**config.mk**
```make
export PLATFORM = sky130hd
export DESIGN_NAME = alu_mc_flat
export DESIGN_NICKNAME = d
export VERILOG_FILES = /design/src/rtl/alu_mc_if.sv /design/src/rtl/alu_mc.sv /design/src/flat_wrapper.sv
export SDC_FILE = /design/constraint.sdc
export NUM_CORES = 1
export LEC_CHECK = 0
export CAP_MARGIN = 20
export CORE_UTILIZATION = 59
export CTS_CLUSTER_DIAMETER = 60
export CTS_CLUSTER_SIZE = 12
export DETAILED_ROUTE_END_ITERATION = 7
export PLACE_DENSITY_LB_ADDON = 0.12
export SYNTH_ARGS = -nofsm -noshare
export SYNTH_HDL_FRONTEND = slang
export SYNTH_SLANG_ARGS = --single-unit
```
**constraint.sdc**
```tcl
create_clock -name clk -period 3.3 [get_ports clk]
set_input_delay 0.66 -clock clk [delete_from_list [all_inputs] [get_ports clk]]
set_output_delay 0.66 -clock clk [all_outputs]
set_load 0.02 [all_outputs]
```
**src/rtl/alu_mc_if.sv**
```systemverilog
// alu_mc_if: operand/result handshake bundle for alu_mc.
//
// Handshake rules (both channels):
//   - A transfer happens on a rising clk edge where valid && ready are both 1.
//   - The producer holds its payload stable while valid && !ready.
//   - ready may depend combinationally on the consumer's state, never on valid.
//
// Signals:
//   in_valid / in_ready       operand channel (issue stage -> alu_mc)
//   a, b [WIDTH], sel [4]     operands and opcode
//   out_valid / out_ready     result channel (alu_mc -> writeback)
//   result [2*WIDTH]          result, zero-extended for non-multiply ops
//   carry, overflow, zero, negative   flags registered with result
//
// Modports: master = issue/writeback side, slave = alu_mc.
interface alu_mc_if #(
  parameter int WIDTH = 8
);
  logic                 in_valid;
  logic                 in_ready;
  logic [WIDTH-1:0]     a;
  logic [WIDTH-1:0]     b;
  logic [3:0]           sel;
  logic                 out_valid;
  logic                 out_ready;
  logic [2*WIDTH-1:0]   result;
  logic                 carry;
  logic                 overflow;
  logic                 zero;
  logic                 negative;

  modport master (
    output in_valid, a, b, sel, out_ready,
    input  in_ready, out_valid, result, carry, overflow, zero, negative
  );

  modport slave (
    input  in_valid, a, b, sel, out_ready,
    output in_ready, out_valid, result, carry, overflow, zero, negative
  );
endinterface

```
**src/rtl/alu_mc.sv**
```systemverilog
// alu_mc: registered multi-cycle ALU with valid/ready handshakes.
//
// Single-cycle ops (ADD, SUB, AND, OR, XOR, SHL, SHR, EQ, LTU, illegal) load
// the output register on the accept edge. MUL runs an iterative shift-add
// unsigned multiplier for WIDTH cycles and then loads the full product.
// One operation is in flight at a time.
//
// Ports:
//   clk        rising-edge clock
//   rst        asynchronous reset, active-high
//   bus        alu_mc_if.slave (operand and result channels, see interface)
//   dbg_state  current FSM state (IDLE=0, MUL=1, HOLD=2) for observation
module alu_mc #(
  parameter int WIDTH = 8
) (
  input  logic        clk,
  input  logic        rst,
  alu_mc_if.slave     bus,
  output logic [1:0]  dbg_state
);

  localparam int CW = $clog2(WIDTH) + 1;

  localparam logic [3:0] OP_ADD = 4'd0;
  localparam logic [3:0] OP_SUB = 4'd1;
  localparam logic [3:0] OP_AND = 4'd2;
  localparam logic [3:0] OP_OR  = 4'd3;
  localparam logic [3:0] OP_XOR = 4'd4;
  localparam logic [3:0] OP_SHL = 4'd5;
  localparam logic [3:0] OP_SHR = 4'd6;
  localparam logic [3:0] OP_EQ  = 4'd7;
  localparam logic [3:0] OP_MUL = 4'd8;
  localparam logic [3:0] OP_LTU = 4'd9;

  typedef enum logic [1:0] {
    ST_IDLE = 2'd0,
    ST_MUL  = 2'd1,
    ST_HOLD = 2'd2
  } state_t;

  state_t state, state_next;

  // Output register
  logic                 out_valid_q;
  logic [2*WIDTH-1:0]   result_q;
  logic                 carry_q;
  logic                 overflow_q;
  logic                 zero_q;
  logic                 negative_q;

  // Multiplier datapath
  logic [2*WIDTH-1:0]   acc;
  logic [2*WIDTH-1:0]   a_shift;
  logic [WIDTH-1:0]     b_shift;
  logic [CW-1:0]        cnt;
  logic [2*WIDTH-1:0]   step_acc;
  logic [2*WIDTH-1:0]   mul_prod;
  logic                 last_step;

  // Control
  logic                 out_free;
  logic                 rdy;
  logic                 load_alu;
  logic                 load_mul;
  logic                 mul_start;

  // Single-cycle ALU
  logic [WIDTH:0]       sum;
  logic [WIDTH:0]       diff;
  logic [WIDTH-1:0]     alu_res;
  logic                 alu_c;
  logic                 alu_v;

  // The output register can take a new value when it is empty or being
  // consumed on this same edge.
  assign out_free  = !out_valid_q || bus.out_ready;
  assign last_step = (cnt == CW'(WIDTH - 1));

  // One shift-add step: add the shifted multiplicand when the current
  // multiplier LSB is set.
  assign step_acc  = acc + (b_shift[0] ? a_shift : '0);

  // In MUL the product is completed by the step happening on this very edge;
  // in HOLD it was already stored in acc.
  assign mul_prod  = (state == ST_MUL) ? step_acc : acc;

  //--------------------------------------------------------------------------
  // Combinational ALU for every opcode except MUL
  //--------------------------------------------------------------------------
  always_comb begin
    sum     = {1'b0, bus.a} + {1'b0, bus.b};
    diff    = {1'b0, bus.a} - {1'b0, bus.b};
    alu_res = '0;
    alu_c   = 1'b0;
    alu_v   = 1'b0;
    case (bus.sel)
      OP_ADD: begin
        alu_res = sum[WIDTH-1:0];
        alu_c   = sum[WIDTH];
        alu_v   = (bus.a[WIDTH-1] == bus.b[WIDTH-1]) &&
                  (sum[WIDTH-1] != bus.a[WIDTH-1]);
      end
      OP_SUB: begin
        alu_res = diff[WIDTH-1:0];
        // The extra top bit of the widened subtraction is the borrow (a < b).
        alu_c   = diff[WIDTH];
        alu_v   = (bus.a[WIDTH-1] != bus.b[WIDTH-1]) &&
                  (diff[WIDTH-1] != bus.a[WIDTH-1]);
      end
      OP_AND: alu_res = bus.a & bus.b;
      OP_OR:  alu_res = bus.a | bus.b;
      OP_XOR: alu_res = bus.a ^ bus.b;
      OP_SHL: begin
        alu_res = {bus.a[WIDTH-2:0], 1'b0};
        alu_c   = bus.a[WIDTH-1];
      end
      OP_SHR: begin
        alu_res = {1'b0, bus.a[WIDTH-1:1]};
        alu_c   = bus.a[0];
      end
      OP_EQ:  alu_res = {{(WIDTH-1){1'b0}}, (bus.a == bus.b)};
      OP_LTU: alu_res = {{(WIDTH-1){1'b0}}, diff[WIDTH]};
      default: begin
        // Illegal opcodes (and MUL, which never loads from here) give 0.
        alu_res = '0;
      end
    endcase
  end

  //--------------------------------------------------------------------------
  // FSM: state register
  //--------------------------------------------------------------------------
  always_ff @(posedge clk or posedge rst) begin
    if (rst) begin
      state <= ST_IDLE;
    end else begin
      state <= state_next;
    end
  end

  //--------------------------------------------------------------------------
  // FSM: next state and control strobes
  //--------------------------------------------------------------------------
  always_comb begin
    state_next = state;
    rdy        = 1'b0;
    load_alu   = 1'b0;
    load_mul   = 1'b0;
    mul_start  = 1'b0;
    case (state)
      ST_IDLE: begin
        rdy = out_free;
        if (bus.in_valid && rdy) begin
          if (bus.sel == OP_MUL) begin
            mul_start  = 1'b1;
            state_next = ST_MUL;
          end else begin
            load_alu = 1'b1;
          end
        end
      end
      ST_MUL: begin
        if (last_step) begin
          if (out_free) begin
            load_mul   = 1'b1;
            state_next = ST_IDLE;
          end else begin
            state_next = ST_HOLD;
          end
        end
      end
      ST_HOLD: begin
        if (out_free) begin
          load_mul   = 1'b1;
          state_next = ST_IDLE;
        end
      end
      default: state_next = ST_IDLE;
    endcase
  end

  //--------------------------------------------------------------------------
  // Multiplier registers
  //--------------------------------------------------------------------------
  always_ff @(posedge clk or posedge rst) begin
    if (rst) begin
      acc     <= '0;
      a_shift <= '0;
      b_shift <= '0;
      cnt     <= '0;
    end else if (mul_start) begin
      acc     <= '0;
      a_shift <= {{WIDTH{1'b0}}, bus.a};
      b_shift <= bus.b;
      cnt     <= '0;
    end else if (state == ST_MUL) begin
      // The final step also lands in acc so HOLD can deliver it later.
      acc     <= step_acc;
      a_shift <= {a_shift[2*WIDTH-2:0], 1'b0};
      b_shift <= {1'b0, b_shift[WIDTH-1:1]};
      cnt     <= cnt + 1'b1;
    end
  end

  //--------------------------------------------------------------------------
  // Output register
  //--------------------------------------------------------------------------
  always_ff @(posedge clk or posedge rst) begin
    if (rst) begin
      out_valid_q <= 1'b0;
      result_q    <= '0;
      carry_q     <= 1'b0;
      overflow_q  <= 1'b0;
      zero_q      <= 1'b0;
      negative_q  <= 1'b0;
    end else if (load_alu) begin
      out_valid_q <= 1'b1;
      result_q    <= {{WIDTH{1'b0}}, alu_res};
      carry_q     <= alu_c;
      overflow_q  <= alu_v;
      zero_q      <= (alu_res == '0);
      negative_q  <= alu_res[WIDTH-1];
    end else if (load_mul) begin
      out_valid_q <= 1'b1;
      result_q    <= mul_prod;
      carry_q     <= 1'b0;
      overflow_q  <= 1'b0;
      zero_q      <= (mul_prod == '0);
      negative_q  <= mul_prod[2*WIDTH-1];
    end else if (out_valid_q && bus.out_ready) begin
      out_valid_q <= 1'b0;
    end
  end

  assign bus.in_ready  = rdy;
  assign bus.out_valid = out_valid_q;
  assign bus.result    = result_q;
  assign bus.carry     = carry_q;
  assign bus.overflow  = overflow_q;
  assign bus.zero      = zero_q;
  assign bus.negative  = negative_q;
  assign dbg_state     = state;

endmodule

```
**src/flat_wrapper.sv**
```systemverilog
// flat-port wrapper written by rule: the top's interface ports become plain ports
module alu_mc_flat 
#(
  parameter int WIDTH = 8
)
  (clk, rst, dbg_state, bus_in_valid, bus_a, bus_b, bus_sel, bus_out_ready, bus_in_ready, bus_out_valid, bus_result, bus_carry, bus_overflow, bus_zero, bus_negative);
  alu_mc_if #(.WIDTH(WIDTH)) bus_i ();
  input  logic clk;
  input  logic rst;
  output logic [1:0] dbg_state;
  input wire logic [$bits(bus_i.in_valid)-1:0] bus_in_valid;
  input wire logic [$bits(bus_i.a)-1:0] bus_a;
  input wire logic [$bits(bus_i.b)-1:0] bus_b;
  input wire logic [$bits(bus_i.sel)-1:0] bus_sel;
  input wire logic [$bits(bus_i.out_ready)-1:0] bus_out_ready;
  output wire logic [$bits(bus_i.in_ready)-1:0] bus_in_ready;
  output wire logic [$bits(bus_i.out_valid)-1:0] bus_out_valid;
  output wire logic [$bits(bus_i.result)-1:0] bus_result;
  output wire logic [$bits(bus_i.carry)-1:0] bus_carry;
  output wire logic [$bits(bus_i.overflow)-1:0] bus_overflow;
  output wire logic [$bits(bus_i.zero)-1:0] bus_zero;
  output wire logic [$bits(bus_i.negative)-1:0] bus_negative;
  assign bus_i.in_valid = bus_in_valid;
  assign bus_i.a = bus_a;
  assign bus_i.b = bus_b;
  assign bus_i.sel = bus_sel;
  assign bus_i.out_ready = bus_out_ready;
  assign bus_in_ready = bus_i.in_ready;
  assign bus_out_valid = bus_i.out_valid;
  assign bus_result = bus_i.result;
  assign bus_carry = bus_i.carry;
  assign bus_overflow = bus_i.overflow;
  assign bus_zero = bus_i.zero;
  assign bus_negative = bus_i.negative;
  alu_mc #(.WIDTH(WIDTH)) u_core (.clk(clk), .rst(rst), .bus(bus_i), .dbg_state(dbg_state));
endmodule
```
**After elaboration in Yosys (flattened, before gate mapping)**

Cells that the tools add are included.

- Word-level logic and storage cells: 93
- Register bits after elaboration: 67
- Output and inout port bits: 24
- Input port bits: 24

- $add $sub $neg: 4
- Muxes and demuxes: 40
- Eq/ne operators: 21
- Reduce and logical (&&, ||, !) cells: 14
- Bitwise gates (word level): 3

Operators with widths:

| kind | count |
|---|---|
| two-way mux 16 bit | 7 |
| one-hot mux 8 bit (9 select lines) | 1 |
| equality test 4 x 3 -> 1 bit, second input constant | 5 |
| two-way mux 1 bit | 19 |
| adder 16 bit | 1 |
| zero test 16 bit | 1 |
| two-way mux 8 bit | 2 |
| two-way mux 2 bit | 5 |
| adder 8 x 8 -> 9 bit | 1 |
| subtractor 8 x 8 -> 9 bit | 1 |
| AND 8 bit | 1 |
| equality test 4 x 2 -> 1 bit, second input constant | 2 |
| equality test 4 bit, second input constant | 2 |
| equality test 8 bit | 1 |
| zero test 8 bit | 1 |
| two-way mux 4 bit | 2 |
| != test 2 x 1 -> 1 bit, second input constant | 4 |
| OR 8 bit | 1 |
| XOR 8 bit | 1 |
| one-hot mux 2 bit (3 select lines) | 1 |
| adder 4 x 1 -> 4 bit, second input constant | 1 |
| equality test 4 x 1 -> 1 bit, second input constant | 1 |
| logical AND 1 bit | 4 |
| zero test 4 bit | 1 |
| 12 further kinds | 16 |

**Depth between registers and ports, before layout**

- Word-level depth: 7
- Mapped depth: 12

**Worst setup path before layout**

Ideal clock, no wire load.

- Path kind: reg-to-reg
- Start point: register u_core.b_shift[0]
- End point: register u_core.zero_q (netlist: u_core.bus.zero)
- Data arrival time: 2899 ps
- Slack: 297 ps
- Buffers on the path: 0
- Period minus slack after synthesis: 3003 ps
- Cell stages (with the launch flop): 12
- Setup time: 103 ps
- Path through: dfrtp_1 > and2_1 > ha_1 > fa_1 > a21o_1 > a221oi_2 > a2111oi_1 > or3_1 > a31oi_2 > and4_1 > nand4_1 > o41ai_2

- Word-level cells in the longest chain between the ends: 6

Ends and longest elaborated chain:

| what | RTL line | text |
|---|---|---|
| start: declaration | alu_mc.sv:54 | `logic [WIDTH-1:0] b_shift;` |
| start signal: assignment | alu_mc.sv:194 | `b_shift <= bus.b;` |
| start signal: assignment | alu_mc.sv:200 | `b_shift <= {1'b0, b_shift[WIDTH-1:1]};` |
| two-way mux 16 bit | alu_mc.sv:81 | `assign step_acc = acc + (b_shift[0] ? a_shift : '0);` |
| adder 16 bit | alu_mc.sv:81 |  |
| two-way mux 16 bit | alu_mc.sv:85 | `assign mul_prod = (state == ST_MUL) ? step_acc : acc;` |
| zero test 16 bit | alu_mc.sv:228 | `zero_q <= (mul_prod == '0);` |
| two-way mux 1 bit | alu_mc.sv:223 | `end else if (load_mul) begin` |
| two-way mux 1 bit | alu_mc.sv:216 | `end else if (load_alu) begin` |
| end signal: assignment | alu_mc.sv:221 | `zero_q <= (alu_res == '0);` |
| end signal: assignment | alu_mc.sv:228 |  |
| end: declaration | alu_mc.sv:48 | `logic zero_q;` |

Every way passes these cells. The select of a mux whose other input is x is not followed.
A chain may end at the register's enable or synchronous reset.

**Worst setup path in the final report**

- Start point: input port bus_b[1]
- End point: register u_core.result_q[7] (netlist: u_core.bus.result[7])

- Word-level cells in the longest chain between the ends: 3

Ends and longest elaborated chain:

| what | RTL line | text |
|---|---|---|
| start: declaration | flat_wrapper.sv:13 | `input wire logic [$bits(bus_i.b)-1:0] bus_b;` |
| subtractor 8 x 8 -> 9 bit / adder 8 x 8 -> 9 bit (equally long branches) | alu_mc.sv:92, alu_mc.sv:91 |  |
| one-hot mux 8 bit (9 select lines) (*) | alu_mc.sv:96 | `case (bus.sel)` |
| two-way mux 16 bit (*) | alu_mc.sv:216 |  |
| end signal: assignment | alu_mc.sv:218 | `result_q <= {{WIDTH{1'b0}}, alu_res};` |
| end signal: assignment | alu_mc.sv:225 | `result_q <= mul_prod;` |
| end: declaration | alu_mc.sv:45 | `logic [2*WIDTH-1:0] result_q;` |

Mark *: on every way between the ends. The rest lies on a longest branch, timed or not.

==> impl_metrics.env <==
export IMPL_totalPowerFinal_mw=4.71
export IMPL_synth_commonest_cells="67 x dfrtp_1, 58 x nor2_1, 44 x ha_1"
export IMPL_gp_congestion=0.942
export IMPL_rr_worst_depth=11
export IMPL_end_kind="register"
export IMPL_drv_slew=0
export IMPL_grt_usage_pct=33.5
export IMPL_combPwrFrac_pct=54.3
export IMPL_rr_startpoint="u_core.b_shift[0]$_DFFE_PP0P_"
export IMPL_path_clk_slew_ns=0.08
export IMPL_hp_class="reg2reg"
export IMPL_rsz0062_at_grt="false"
export IMPL_fmax_ghz=0.316
export IMPL_synthFlopType="dfrtp_1"
export IMPL_synth_avg_cell_area_um2=8.80
export IMPL_synth_edf_count=0
export IMPL_start_kind="primary input"
export IMPL_holdBufCountCts=0
export IMPL_critPathCapture="u_core.bus.result[7]$_DFFE_PP0P_"
export IMPL_antenna_found_initial=0
export IMPL_fp_dieH_um=96.7
export IMPL_vias_per_cell=6.15
export IMPL_portBuffers=47
export IMPL_fin_crit_ns=3.17
export IMPL_relSlewSlack_pct=45.2
export IMPL_cp_max_fo=3
export IMPL_synthCells=601
export IMPL_finalCritPeriodShare_pct=95.9
export IMPL_switching_power_mw=1.97
export IMPL_grt_first_pass_wirelength_um=25100
export IMPL_dp_final_hpwl_um=11800
export IMPL_synth_distinct_cells=74
export IMPL_async_flop_share_pct=100
export IMPL_final_hold_viol_count=0
export IMPL_die_x_um=96.7
export IMPL_dr_pass1_iters=5
export IMPL_crit_start="bus_b[1]"
export IMPL_synth_top_area_share_pct=31.7
export IMPL_crit_required_ns=3.50
export IMPL_synth_fa_ha_area_share_pct=11.5
export IMPL_yosys_warnings=0
export IMPL_ir_drop_mv=0.521
export IMPL_ys_ff_latch=67
export IMPL_synth_mux_area_share_pct=7.40
export IMPL_path_class="in2reg"
export IMPL_status="completed"
export IMPL_p_seq_share_pct=29.0
export IMPL_antennaDiodeCount=0
export IMPL_switching_share_pct=41.8
export IMPL_setup_viol=0
export IMPL_synth_area_top_cells="dfrtp_1 32%, ha_1 10%, mux2i_1 7.2%, nor2_1 4.1%, o21ai_0 3.7%"
export IMPL_maxCapViolCount=0
export IMPL_tns_ns=0
export IMPL_core_area_mm2=0.00872
export IMPL_initial_core_util_pct=60.7
export IMPL_fin_cells=820
export IMPL_r2r_slack_ns=0.17
export IMPL_clock_sinks=67
export IMPL_clockBufferDepth=2
export IMPL_cts_root_buf="clkbuf_8"
export IMPL_power_density_mw_per_mm2=706
export IMPL_tightest_slew_ns=0.818
export IMPL_worstReg2RegEnd="u_core.bus.zero$_DFFE_PP0P_"
export IMPL_pwr_share_clk_pct=16.7
export IMPL_wl_um=15100
export IMPL_synth_seq_area_share_pct=31.7
export IMPL_syn_nets=672
export IMPL_tritoncts="built"
export IMPL_netlist_area_mm2=0.00529
export IMPL_grt_max_degree=34
export IMPL_synth_largest_area_cell="dfrtp_1"
export IMPL_ant_nets=0
export IMPL_grt_ovfl_total=0
export IMPL_leakage_nw=3.07
export IMPL_rows=34
export IMPL_avgRoutedWirePerCell_um=18.4
export IMPL_dpl_cell_count=801
export IMPL_worstSkewPairLatency_ns=0.34
export IMPL_synth_compound_area_share_pct=22.1
export IMPL_crit_arrival_ns=3.36
export IMPL_drive_gt1_share_pct=16.7
export IMPL_drtIter0Drc=226
export IMPL_yosys_cell_count_top_type="dfrtp_1"
export IMPL_cts_made_buffers=9
export IMPL_synthSimpleGateAreaFrac_pct=19.9
export IMPL_grt_pass1_vias=5245
export IMPL_nets=778
export IMPL_die_area_mm2=0.00935
export IMPL_cts_max_level=3
export IMPL_fin_hold_ws_ns=0.521
export IMPL_synth_top_family_by_area="compound AO/OA/AOI/OAI gates"
export IMPL_p_int_mw=2.74
export IMPL_pin_count=48
export IMPL_yosys_area_share_xor_xnor_pct=2.48
export IMPL_syn_to_final_growth_pct=26.1
export IMPL_drc=0
export IMPL_vias=5042
export IMPL_fin_skew_ns=0.0107
-- registers in the layout (all words and copies together), names as in the netlist --
name / cells
u_core.bus.zero: 1
u_core.dbg_state: 2
u_core.cnt: 4
u_core.b_shift: 8
u_core.bus.out_valid: 1
u_core.bus.carry: 1
u_core.bus.overflow: 1
u_core.bus.result: 16
u_core.a_shift: 16
u_core.bus.negative: 1
u_core.acc: 16
-- through the flow --
| step | util, % | cell area [µm²] | worst slack (ns) |
|---|---|---|---|
| finish | 76.5 | 6670 | 0.134 |
| global route | 76.5 | 6670 | 0.00929 |
| CTS | 76.1 | 6640 | 0.0384 |
| detailed placement | 73.2 | 6390 | -0.232 |
| global placement | 73.2 | 6390 | -0.146 |
| floorplan | - | 5290 | 0.297 |
-- cells in the final DEF (no fill, tap or decap), drive strengths merged, types with 15 or more instances in the layout --
cell type | synthesis | layout
buf | 10 | 81
dfrtp | 67 | 67
nor2 | 58 | 58
clkdlybuf4s50 | 0 | 47
ha | 44 | 44
nand2 | 43 | 43
o21ai | 42 | 42
mux2i | 38 | 38
inv | 31 | 31
a21oi | 21 | 21
and2 | 19 | 19
nand3 | 16 | 16
a211oi | 15 | 15
-- power groups by stage --
| stage | clock (mW) | sequential (mW) | combinational [mW] |
|---|---|---|---|
| 2_1_floorplan | 0 | 1.44 | 1.50 |
| 3_3_place_gp | 0 | 1.37 | 2.42 |
| 3_5_place_dp | 0 | 1.38 | 2.50 |
| 4_1_cts | 0.795 | 1.36 | 2.54 |
| 5_1_grt | 0.832 | 1.40 | 2.78 |
| 6_report | 0.787 | 1.37 | 2.56 |
-- cells by family (layout without fill, tap and decap cells) --
kind of cell	Yosys count	count (layout)
AOI/OAI and AO/OA	167	167
and+or+nand+nor	202	202
DFF	67	67
buffers and inverters	64	175
xor gates and xnor gates	15	15
muxes	39	39
adders and majority gates	47	47
-- final cells by class --
class	count	area (µm²)
inverter	31	116
tap	108	135
clock buffer	10	138
timing repair buffer	128	1120
fill	636	2050
multi-input combinational	470	3400
clock inverter	6	88.8
sequential	67	1680
-- repair_timing --
item	CTS	global route
gates resized for setup	1	7
cloned	0	0
setup buffers	2	1
pin swaps	2	6
setup endpoints to repair	1	1
-- worst min-delay path by stage --
stage               cells past startpoint                               to                            start
floorplan                               2   u_core.a_shift[10]$_DFFE_PP0P_   u_core.a_shift[10]$_DFFE_PP0P_
global placement                        2  u_core.bus.overflow$_DFFE_PP0P_  u_core.bus.overflow$_DFFE_PP0P_
detailed placement                      2      u_core.bus.zero$_DFFE_PP0P_      u_core.bus.zero$_DFFE_PP0P_
CTS                                     2  u_core.bus.overflow$_DFFE_PP0P_  u_core.bus.overflow$_DFFE_PP0P_
global route                            2  u_core.bus.overflow$_DFFE_PP0P_  u_core.bus.overflow$_DFFE_PP0P_
finish                                  2  u_core.bus.overflow$_DFFE_PP0P_  u_core.bus.overflow$_DFFE_PP0P_
-- layer usage --
| layer | vias up | part of all wire (%) | track usage (%) |
|---|---|---|---|
| met2 | 154 | 52 | 61.7 |
| met5 | - | 0 | 0 |
| li1 | 2407 | - | - |
| met3 | 42 | 3.9 | 3.90 |
| met4 | 0 | 3.7 | 15.5 |
| met1 | 2439 | 41 | 38.5 |
-- worst max-delay path, stage by stage --
cell,delay (ns)
clkdlybuf4s50_1,0.48
inv_1,0.09
ha_1,0.33
o21ba_2,0.22
or4_1,0.49
a31oi_1,0.25
o21ai_0,0.12
o21a_1,0.22
o21ai_0,0.32
o21ai_0,0.17
Note: power is estimated with default switching activity, not from simulation.
